--- src/rtl/alu_logic_seq_if.sv ---
// Handshake/operand bundle between the CPU control path and the multicycle logic unit.
// The master drives start/op/operands; the slave returns busy/done/result/zero.
interface alu_logic_seq_if #(
  parameter int WIDTH = 32
);
  logic             start;
  logic [2:0]       op;
  logic [WIDTH-1:0] a;
  logic [WIDTH-1:0] b;
  logic             busy;
  logic             done;
  logic [WIDTH-1:0] result;
  logic             zero;

  modport master (
    output start, op, a, b,
    input  busy, done, result, zero
  );

  modport slave (
    input  start, op, a, b,
    output busy, done, result, zero
  );
endinterface

--- src/rtl/alu_logic_seq.sv ---
// Multicycle bitwise logic unit: eight ops on WIDTH-bit operands, SLICE bits per clock,
// done WIDTH/SLICE clocks after the start edge; start is ignored while busy (no stall, no error).
module alu_logic_seq #(
  parameter int WIDTH = 32,
  parameter int SLICE = 8
) (
  input logic            clk,
  input logic            reset_n,
  alu_logic_seq_if.slave bus
);

  localparam int N  = WIDTH / SLICE;
  localparam int CW = (N > 1) ? $clog2(N) : 1;
  localparam logic [CW-1:0] LAST = CW'(N - 1);

  generate
    if ((WIDTH % SLICE) != 0) begin : g_bad_param
      $error("alu_logic_seq: WIDTH (%0d) must be a multiple of SLICE (%0d)", WIDTH, SLICE);
    end
  endgenerate

  typedef enum logic [1:0] {
    IDLE = 2'd0,
    RUN  = 2'd1,
    DONE = 2'd2
  } state_t;

  typedef enum logic [2:0] {
    OP_AND   = 3'b000,
    OP_OR    = 3'b001,
    OP_XOR   = 3'b010,
    OP_NAND  = 3'b011,
    OP_NOR   = 3'b100,
    OP_XNOR  = 3'b101,
    OP_ANDN  = 3'b110,
    OP_PASSA = 3'b111
  } op_t;

  state_t           state_q;
  state_t           state_d;
  op_t              op_q;
  logic [WIDTH-1:0] a_q;
  logic [WIDTH-1:0] b_q;
  logic [WIDTH-1:0] work_q;
  logic [WIDTH-1:0] work_d;
  logic [CW-1:0]    cnt_q;
  logic [WIDTH-1:0] result_q;
  logic             zero_q;
  logic             load;
  logic             step;
  logic             finish;
  logic [SLICE-1:0] slice_res;

  function automatic logic [SLICE-1:0] logic_op(input op_t        sel,
                                                input logic [SLICE-1:0] x,
                                                input logic [SLICE-1:0] y);
    logic [SLICE-1:0] r;
    r = x;
    case (sel)
      OP_AND:   r = x & y;
      OP_OR:    r = x | y;
      OP_XOR:   r = x ^ y;
      OP_NAND:  r = ~(x & y);
      OP_NOR:   r = ~(x | y);
      OP_XNOR:  r = ~(x ^ y);
      OP_ANDN:  r = x & ~y;
      OP_PASSA: r = x;
      default:  r = x;
    endcase
    return r;
  endfunction

  always_ff @(posedge clk or negedge reset_n) begin
    if (!reset_n) begin
      state_q <= IDLE;
    end else begin
      state_q <= state_d;
    end
  end

  always_comb begin
    state_d = state_q;
    load    = 1'b0;
    step    = 1'b0;
    finish  = 1'b0;
    case (state_q)
      IDLE: begin
        if (bus.start) begin
          load    = 1'b1;
          state_d = RUN;
        end
      end
      RUN: begin
        step = 1'b1;
        if (cnt_q == LAST) begin
          finish  = 1'b1;
          state_d = DONE;
        end
      end
      DONE: begin
        if (bus.start) begin
          load    = 1'b1;
          state_d = RUN;
        end else begin
          state_d = IDLE;
        end
      end
      default: state_d = IDLE;
    endcase
  end

  // Operands shift down one slice per step, so the live slice is always the low SLICE bits;
  // results enter at the top and the first slice lands at bit 0 after N steps.
  assign slice_res = logic_op(op_q, a_q[SLICE-1:0], b_q[SLICE-1:0]);
  assign work_d    = (work_q >> SLICE) | (WIDTH'(slice_res) << (WIDTH - SLICE));

  always_ff @(posedge clk or negedge reset_n) begin
    if (!reset_n) begin
      op_q     <= OP_AND;
      a_q      <= '0;
      b_q      <= '0;
      work_q   <= '0;
      cnt_q    <= '0;
      result_q <= '0;
      zero_q   <= 1'b1;
    end else begin
      if (load) begin
        op_q   <= op_t'(bus.op);
        a_q    <= bus.a;
        b_q    <= bus.b;
        work_q <= '0;
        cnt_q  <= '0;
      end else if (step) begin
        a_q    <= a_q >> SLICE;
        b_q    <= b_q >> SLICE;
        work_q <= work_d;
        cnt_q  <= finish ? '0 : cnt_q + 1'b1;
      end
      // Architectural outputs move only on completion, never showing partial slices.
      if (finish) begin
        result_q <= work_d;
        zero_q   <= (work_d == '0);
      end
    end
  end

  assign bus.busy   = (state_q == RUN);
  assign bus.done   = (state_q == DONE);
  assign bus.result = result_q;
  assign bus.zero   = zero_q;

endmodule

--- src/flat_wrapper.sv ---
// flat-port wrapper written by rule: the top's interface ports become plain ports
module alu_logic_seq_flat 
#(
  parameter int WIDTH = 32,
  parameter int SLICE = 8
)
  (clk, reset_n, bus_start, bus_op, bus_a, bus_b, bus_busy, bus_done, bus_result, bus_zero);
  alu_logic_seq_if #(.WIDTH(WIDTH)) bus_i ();
  input logic clk;
  input logic reset_n;
  input wire logic [$bits(bus_i.start)-1:0] bus_start;
  input wire logic [$bits(bus_i.op)-1:0] bus_op;
  input wire logic [$bits(bus_i.a)-1:0] bus_a;
  input wire logic [$bits(bus_i.b)-1:0] bus_b;
  output wire logic [$bits(bus_i.busy)-1:0] bus_busy;
  output wire logic [$bits(bus_i.done)-1:0] bus_done;
  output wire logic [$bits(bus_i.result)-1:0] bus_result;
  output wire logic [$bits(bus_i.zero)-1:0] bus_zero;
  assign bus_i.start = bus_start;
  assign bus_i.op = bus_op;
  assign bus_i.a = bus_a;
  assign bus_i.b = bus_b;
  assign bus_busy = bus_i.busy;
  assign bus_done = bus_i.done;
  assign bus_result = bus_i.result;
  assign bus_zero = bus_i.zero;
  alu_logic_seq #(.WIDTH(WIDTH), .SLICE(SLICE)) u_core (.clk(clk), .reset_n(reset_n), .bus(bus_i));
endmodule
--- config.mk ---
export PLATFORM = sky130hd
export DESIGN_NAME = alu_logic_seq_flat
export DESIGN_NICKNAME = d
export VERILOG_FILES = /design/src/rtl/alu_logic_seq_if.sv /design/src/rtl/alu_logic_seq.sv /design/src/flat_wrapper.sv
export SDC_FILE = /design/constraint.sdc
export NUM_CORES = 1
export LEC_CHECK = 0
export ABC_AREA = 1
export BUFFER_PORTS_ARGS = -buffer_cell sky130_fd_sc_hd__buf_2
export CAP_MARGIN = 20
export CORE_UTILIZATION = 50
export DETAILED_ROUTE_END_ITERATION = 16
export HOLD_SLACK_MARGIN = 0.03
export PLACE_DENSITY = 0.72
export SLEW_MARGIN = 20
export SYNTH_ARGS = -nofsm -noshare
export SYNTH_HDL_FRONTEND = slang
export SYNTH_SLANG_ARGS = --single-unit
--- constraint.sdc ---
create_clock -name clk -period 2.3 [get_ports clk]
set_clock_uncertainty 0.05 [all_clocks]
set_input_delay 0.115 -clock clk [delete_from_list [all_inputs] [get_ports clk]]
set_output_delay 0.115 -clock clk [all_outputs]
set_load 0.01 [all_outputs]
; ---- Yosys cells after proc, flatten, opt, wreduce, memory -nomap -nowiden
; Cells that the tools add are included.
[totals]
ff_bits = 136
inputBits = 70
out_inout_bits = 35
elab_cells = 55
[classes]
addsub = 1
n_eq_ne = 12
muxes = 19
bitwise = 9
n_reduce_logical = 6
[ops]
columns = operator, count
row1 = 2-to-1 mux 32 bit, 6
row2 = case mux 8 bit (8 select lines), 1
row3 = zero test 32 bit, 1
row4 = NOT 8 bit, 4
row5 = bitwise OR 24 x 32 -> 32 bit, 1
row6 = AND 8 bit, 2
row7 = "== test 3 bit, second input constant", 4
row8 = 2-to-1 mux 2 bit, 5
row9 = bitwise OR 8 bit, 1
row10 = bitwise XOR 8 bit, 1
row11 = "== test 3 x 2 -> 1 bit, second input constant", 2
row12 = 2-to-1 mux 1 bit, 6
row13 = case mux 2 bit (3 select lines), 1
row14 = "== test 2 bit, second input constant", 2
row15 = "== test 3 x 1 -> 1 bit, second input constant", 1
row16 = zero test 3 bit, 1
row17 = "adder 2 x 1 -> 2 bit, second input constant", 1
row18 = "== test 2 x 1 -> 1 bit, second input constant", 1
row19 = zero test 2 bit, 1
row20 = "inequality test 2 x 1 -> 1 bit, second input constant", 1
row21 = "inequality test 2 bit, second input constant", 1
row22 = AND reduction 2 bit, 1
row23 = nonzero test 2 bit, 1
row24 = OR reduction 2 bit, 1

; ---- Depth between registers and ports, before layout
; Gate-level depths: netlist of run 1.
[depth]
ltp_word = 6
depth_mapped = 13
ltp_nobuf = 12

; ---- Least setup slack after synthesis of run 1
; No wires, ideal clock.
[synth_path]
path_kind = reg2reg
start = reg u_core.state_q[1]
end = reg u_core.work_q[22]
setup_time_ps = 133
t_arrival_ps = 1241
t_required_ps = 2117
path_slack_ps = 876
stages_incl_launch_ff = 8
path_buffers = 3
synth_period_minus_slack_ps = 1424
path_cell_list = dfrtp_1 nor2_4 inv_2 buf_2 nand2_2 buf_4 buf_4 o22ai_1
[synth_via]
elab_cells_between_ends = 8
classes_between = eq/ne (2) / mux (3) / reduce/logical (3)
[synth_rtl]
columns = element, line
row1 = "start, declared", alu_logic_seq.sv:39  ; state_t state_q;
row2 = "start signal, assigned", alu_logic_seq.sv:77  ; state_q <= state_d;
row3 = == test 2 x 1 -> 1 bit, --
row4 = named net bus_busy, flat_wrapper.sv:15  ; output wire logic [$bits(bus_i.busy)-1:0] bus_busy;
row5 = 2-to-1 mux 1 bit, alu_logic_seq.sv:86  ; case (state_q)
row6 = nonzero test 2 bit (no source line), --
row7 = "end signal, assigned", alu_logic_seq.sv:136  ; work_q <= work_d;
row8 = "end, declared", alu_logic_seq.sv:44  ; logic [WIDTH-1:0] work_q;
; The timed path passes the listed nets, and every way through them passes these cells.
; A chain may end at the register's enable or synchronous reset.

; ---- Final worst setup path of run 1
[layout_path]
start = reg u_core.op_q[0]
end = reg u_core.zero_q (netlist: u_core.bus.zero)
[layout_via]
elab_chain_len = 4
elab_cells_between_ends = 11
classes_between = eq/ne (7) / mux (1) / bitwise (1) / reduce/logical (2)
[layout_lines]
columns = element, line
row1 = "start, declared", alu_logic_seq.sv:41  ; op_t op_q;
row2 = "start signal, assigned", alu_logic_seq.sv:128  ; op_q <= op_t'(bus.op);
row3 = "== test 3 bit, or another cell as far along", alu_logic_seq.sv:59  ; case (sel)
row4 = case mux 8 bit (8 select lines) *, alu_logic_seq.sv:59
row5 = bitwise OR 24 x 32 -> 32 bit *, alu_logic_seq.sv:115  ; assign work_d = (work_q >> SLICE) | (WIDTH'(slice_res) << (WIDTH - SLICE));
row6 = zero test 32 bit *, alu_logic_seq.sv:142  ; zero_q <= (work_d == '0);
row7 = "end signal, assigned", alu_logic_seq.sv:142
row8 = "end, declared", alu_logic_seq.sv:48  ; logic zero_q;
; Mark *: on every way between the ends. The rest lies on a longest branch, timed or not.

==> flow_summary.yaml, run 1 <==
timing:
  slew-limit-headroom: 0.663
  hold_violations: 0
  drv_slew: 0
  setup_viol: 0
  tightest_slew_ps: 506
  fmax_mhz: 507
  rsz0062_at_grt: "no"
  fin_setup_tns_ps: 0
  finalCritPeriodShare: 0.857
  period_minus_slack_ps: 1970
job:
  drv_cap: 0
placement:
  portBuffers: 104
  gp_congestion: 0.888
  dp_hpwl_mm: 9.93
  post_dp_cell_area_um2: 6900
synth:
  synth_top_area_share: 0.507
  syn_area_um2: 6270
  post-synth-top-area-cell: "dfrtp_1"
  syn-num-nets: 801
  synth_compound_area_frac: 0.162
  synth-xor-area-share: 0
  synthSimpleGateAreaFrac: 0.167
  avgSynthCellArea_um2: 8.88
  ys.warnings.count: 0
  muxShareOfSynthArea: 0
  ys_seq_elements: 128
  ys_types: 32
  syn_inst: 706
  synth_top_family_by_area: "simple AND/OR/NAND/NOR gates"
  seq_area_frac_synth: 0.511
  synth_fa_ha_area_frac: 0.0499
  netlist_top_cells_area: "dfrtp_1, nand2_1, o21ai_0"
global_routing:
  grt_overflow: 0
  grt_pass1_vias: 5650
  gr-usage-all-layers: 0.268
  antenna_found_initial: 0
  grt_max_degree: 82
  grt_pass1_wl_mm: 27.1
worst_setup_path:
  r2r_start: "u_core.op_q[0]"
  path_class: "flip-flop to flip-flop"
  arrival_ps: 2270
  critPathCaptureType: "flip-flop"
  start_kind: "flip-flop"
  worstPathMaxFanout: 14
  crit_required_ps: 2600
  r2r-end: "u_core.bus.zero"
  reg2reg_slack_ps: 330
  ff2ff_path_depth: 11
finish:
  drive_above_1_share: 0.208
  design_area_um2: 8220
  register_area_um2: 3200
  multiInputGateArea_um2: 2370
  antennaDiodeCount: 0
  syn_to_final_growth_pct: 31.1
  nFillCells: 948
  finalNetCount: 965
route:
  dr.pass1.iters: 8
  viasPerCell: 5.20
  drt_first_iter_violations: 398
  detail-route-antenna-nets: 0
  drc: 0
  wl_mm: 16.0
  num_vias: 5465
  routedWlPerCell_um: 15.2
clock_tree:
  cts_setup_buffers: 0
  path_clk_slew_ps: 50
  cts_buffers: 17
  ctsHtreeMaxLevel: 4
  cts.sinks: 128
  root_buffer: "clkbuf_16"
  cts_tree: "built"
  cts.path.max_buffers: 2
  clock_latency_ps: 420
die:
  ios: 105
  fp.dieH_um: 114
  dieArea_um2: 13000
  rows: 40
  die_w_um: 114
  fp.coreArea_um2: 12100
  start_util: 0.518
hold_path:
  min_path_type: "primary input to async pin"
pwr:
  leakage_nw: 4.06
  ir_worst_vdd_mv: 0.627
  p_per_area_nw_per_um2: 1410
run_status:
  status: "finished, final reports clean"
[timing repair]
item / CTS / global route
gates resized for setup: 0 / 0
hold buffers: 69 / 0
endpoints found under the hold margin: 103 / 0
[final cells by class]
type / count / area share
clock buffers: 19 / 0.0539
clock inverters: 13 / 0.0224
inverters: 119 / 0.0547
multi-input cells: 419 / 0.289
flip-flops and latches: 128 / 0.390
well taps: 168 / 0.0256
repair buffers: 185 / 0.165
[cell usage after synthesis]
library cell and n:
nand2_1 133, dfrtp_1 127, inv_1 111, o21ai_0 96
o221ai_1 33, nor2_1 27, ha_1 25, o22ai_1 24
clkbuf_1 19, nand3_1 17, nand4_1 17, o21ai_1 14
nand2_2 11, buf_2 7, inv_2 7, buf_6 6
nand2_4 4, nand3_2 4, nor2_2 4, clkbuf_8 3
nor2_4 3, buf_1 2, buf_4 2, nand3b_1 2
a22o_1 1, clkbuf_2 1, dfstp_2 1, inv_4 1
nor2_8 1, nor3_1 1, o21a_1 1, o21ai_2 1
[power by group]
group | switching, mW | internal (mW) | leakage [nW]
registers | 0.496 | 3.24 | 1.63
clock network | 1.00 | 1.84 | 0.300
logic | 3.25 | 1.76 | 2.13
total | 4.75 | 6.84 | 4.06
[registers in the layout (all words and copies together), names as in the netlist]
register           flops
u_core.a_q            32
u_core.b_q            32
u_core.bus.result     32
u_core.bus.zero        1
u_core.cnt_q           2
u_core.op_q            3
u_core.state_q         2
u_core.work_q         24
[placed cells by master (no fill, tap or decap), drive strengths merged]
cell type,Yosys,routed
bufinv,0,4
o21a,1,1
clkinv,0,4
o221ai,33,33
o22ai,24,24
nor3,1,1
dlygate4sd3,0,69
nor2,35,35
inv,119,121
a22o,1,1
nand2,148,148
buf,17,116
nand4,17,17
nand3,21,21
ha,25,25
clkinvlp,0,3
clkbuf,23,19
o21ai,111,111
nand3b,2,2
dfrtp,127,127
dfstp,1,1
[routing by layer]
metal,vias up,track usage,part of all wire,routed length (µm)
met5,-,0,0,0
met4,0,0.0883,0.018,293
met3,38,0.0675,0.050,794
met2,202,0.462,0.50,8010
met1,2576,0.329,0.43,6910
li1,2649,-,-,-
[worst max path at each step]
stage / endpoint / slack (ps) / from
2_1_floorplan: u_core.work_q[22] / 880 / u_core.state_q[1]
3_5_place_dp: u_core.bus.zero / 370 / u_core.op_q[0]
6_report: u_core.bus.zero / 330 / u_core.op_q[0]
4_1_cts: u_core.bus.zero / 370 / u_core.op_q[0]
5_1_grt: u_core.bus.zero / 150 / u_core.op_q[0]
3_3_place_gp: u_core.bus.zero / 480 / u_core.op_q[0]
[stage by stage]
stage	power [mW]	util	setup slack [ps]	hold WS [ps]	instances
2_1_floorplan	7.35	-	876	-231	706
3_3_place_gp	8.47	0.570	480	66.0	950
3_5_place_dp	8.62	0.570	375	71.0	950
4_1_cts	11.6	0.678	370	174	1051
5_1_grt	12.5	0.678	152	202	1051
6_report	11.6	0.678	328	161	1051
[critical path: stages (launching register included)]
cell     delay [ps]
dfrtp_1         600
inv_4           160
nor2_2          280
nand2_1         170
o21ai_0         180
nor2_1           60
nand2_1          60
nand2_1         100
nand2_2          70
nor2_1           50
nand2_1          70
nand2_1          50
[logic make-up after synthesis]
logic type	Yosys count
simple gates	224
flops	128
buf+inv	159
compound gates	170
fa+ha+maj	25
Note: power is estimated with default switching activity, not from simulation.
==> inputs of run 2 (changes only) <==
--- a/config.mk
+++ b/config.mk
@@ -10,7 +10,9 @@
 export CAP_MARGIN = 20
 export CORE_UTILIZATION = 50
+export CTS_CLUSTER_DIAMETER = 150
 export DETAILED_ROUTE_END_ITERATION = 16
 export HOLD_SLACK_MARGIN = 0.03
 export PLACE_DENSITY = 0.72
+export RECOVER_POWER = 100
 export SLEW_MARGIN = 20
 export SYNTH_ARGS = -nofsm -noshare
--- a/constraint.sdc
+++ b/constraint.sdc
@@ -3,3 +3,3 @@
 set_input_delay 0.115 -clock clk [delete_from_list [all_inputs] [get_ports clk]]
 set_output_delay 0.115 -clock clk [all_outputs]
-set_load 0.01 [all_outputs]
+set_load 0.02 [all_outputs]
==> flow_summary.yaml, run 2 (same netlist as run 1, synthesis figures left out) <==
finish:
  finalNetCount: 965
  layout_common_cells: "nand2_1, dfrtp_1, inv_1"
  design_area_um2: 8130
  postLayoutCoreUtil: 0.672
  antennaDiodeCount: 0
  finalNonFillerCells: 1051
  final_common_cell: "nand2_1"
  syn_to_final_growth_pct: 29.8
  drive_above_1_share: 0.162
placement:
  post_dp_cell_area_um2: 6900
  portBuffers: 104
  gp_congestion: 0.888
  place_inst: 950
  dp_hpwl_mm: 9.93
route:
  drc: 0
  wl_mm: 16.1
  num_vias: 5482
  detail-route-antenna-nets: 0
  viasPerCell: 5.22
  wl_met1_mm: 6.90
  top_layer_used: "met4"
  drt_first_iter_violations: 389
  route.met3.wl_um: 879
  dr.pass1.iters: 5
  routedWlPerCell_um: 15.3
  routed-wl-met2_mm: 8.05
global_routing:
  grt_pass1_wl_mm: 27.1
  antenna_found_initial: 0
  grt_max_degree: 82
  grt_pass1_vias: 5650
  grt_overflow: 0
  gr-usage-all-layers: 0.268
worst_setup_path:
  start_kind: "flip-flop"
  path_class: "flip-flop to flip-flop"
  path_common_cell: "o21ai_0"
  worstPathMaxFanout: 47
  crit_required_ps: 2530
  slowest_delay_ps: 520
  cpMaxStageDelayCell: "buf_4"
  crit_chain: "inv_2 -> nor2_4 -> inv_1 -> buf_4 -> o21ai_0 -> o21ai_0 -> o21ai_0"
  critPathCaptureType: "flip-flop"
  arrival_ps: 2310
pwr:
  leakage_nw: 3.92
  ir_worst_vdd_mv: 0.629
  total_power_mw: 11.6
  p_per_area_nw_per_um2: 1430
die:
  fp.coreArea_um2: 12100
  fp.dieH_um: 114
  dieArea_um2: 13000
  rows: 40
  ios: 105
  die_w_um: 114
  start_util: 0.518
timing:
  tightest_slew_ps: 981
  period_minus_slack_ps: 2080
  finalCritPeriodShare: 0.906
  fmax_mhz: 480
  hold_violations: 0
  setup_viol: 0
  drv_slew: 0
  slew-limit-headroom: 0.346
  rsz0062_at_grt: "no"
  fin_setup_tns_ps: 0
clock_tree:
  path_clk_slew_ps: 60
  root_buffer: "clkbuf_16"
  cts_tree: "built"
  cts_buffers: 17
  ctsHtreeMaxLevel: 4
  clock_latency_ps: 420
  cts_resized: 0
  cts.sinks: 128
  cts.path.max_buffers: 2
run_status:
  status: "finished, final reports clean"
job:
  drv_cap: 0
hold_path:
  min_path_type: "primary input to async pin"
run 2: cell types whose count changed in the layout (fill, tap and decap cells not counted), sizes merged:
cell / before / now
buf: 116 / 76
clkbuf: 19 / 59
clkinv: 4 / 5
inv: 121 / 120
run 2: path summary, 6_finish.rpt:
kind	from	end	slack (ps)	depth (start not counted)
min reg2reg	u_core.bus.result[24]	u_core.bus.result[24]	430	2
max reg2reg	u_core.state_q[0]	u_core.a_q[14]	220	7
max in group asynchronous	reset_n	u_core.b_q[11]	780	3
max	u_core.state_q[0]	u_core.a_q[14]	220	7
min in group clk	bus_b[30]	u_core.b_q[30]	380	4
min	reset_n	u_core.bus.result[25]	340	2
run 2: timing repair:
item | in CTS | in global routing
hold buffers | 69 | 0
hold endpoints to repair | 103 | 0
buffers inserted | 0 | 0
run 2: power by group:
group          internal, mW  switching [mW]
sequential             3.24           0.508
combinational          1.63            3.42
clock                  1.84            1.00
total                  6.71            4.93
run 2: stage by stage:
step	hold WS, ps	setup slack [ps]
after floorplan	-231	822
after global routing	406	81.7
after CTS	174	370
after detailed placement	71.0	375
final	343	216
after global placement	66.0	480
run 2: worst max-delay path, delay by kind of cell (launching register included):
kind | cells | cell delay [ps]
buffers and inverters | 3 | 1020
flip-flops | 1 | 380
AND/OR/NAND/NOR | 1 | 40
AO/OA/AOI/OAI | 3 | 420
run 2: cell type report:
type / instances / area, µm²
fill: 970 / 3980
timing repair buffer: 185 / 1280
multi-input combinational: 419 / 2370
tap: 168 / 210
sequential: 128 / 3200
clock buffer: 19 / 443
inverter: 119 / 449
clock inverter: 13 / 184
run 2: metal layers:
layer,global-route usage,up-vias
met5,0,-
met1,0.329,2604
met2,0.462,204
met4,0.0883,0
met3,0.0675,32
li1,-,2642
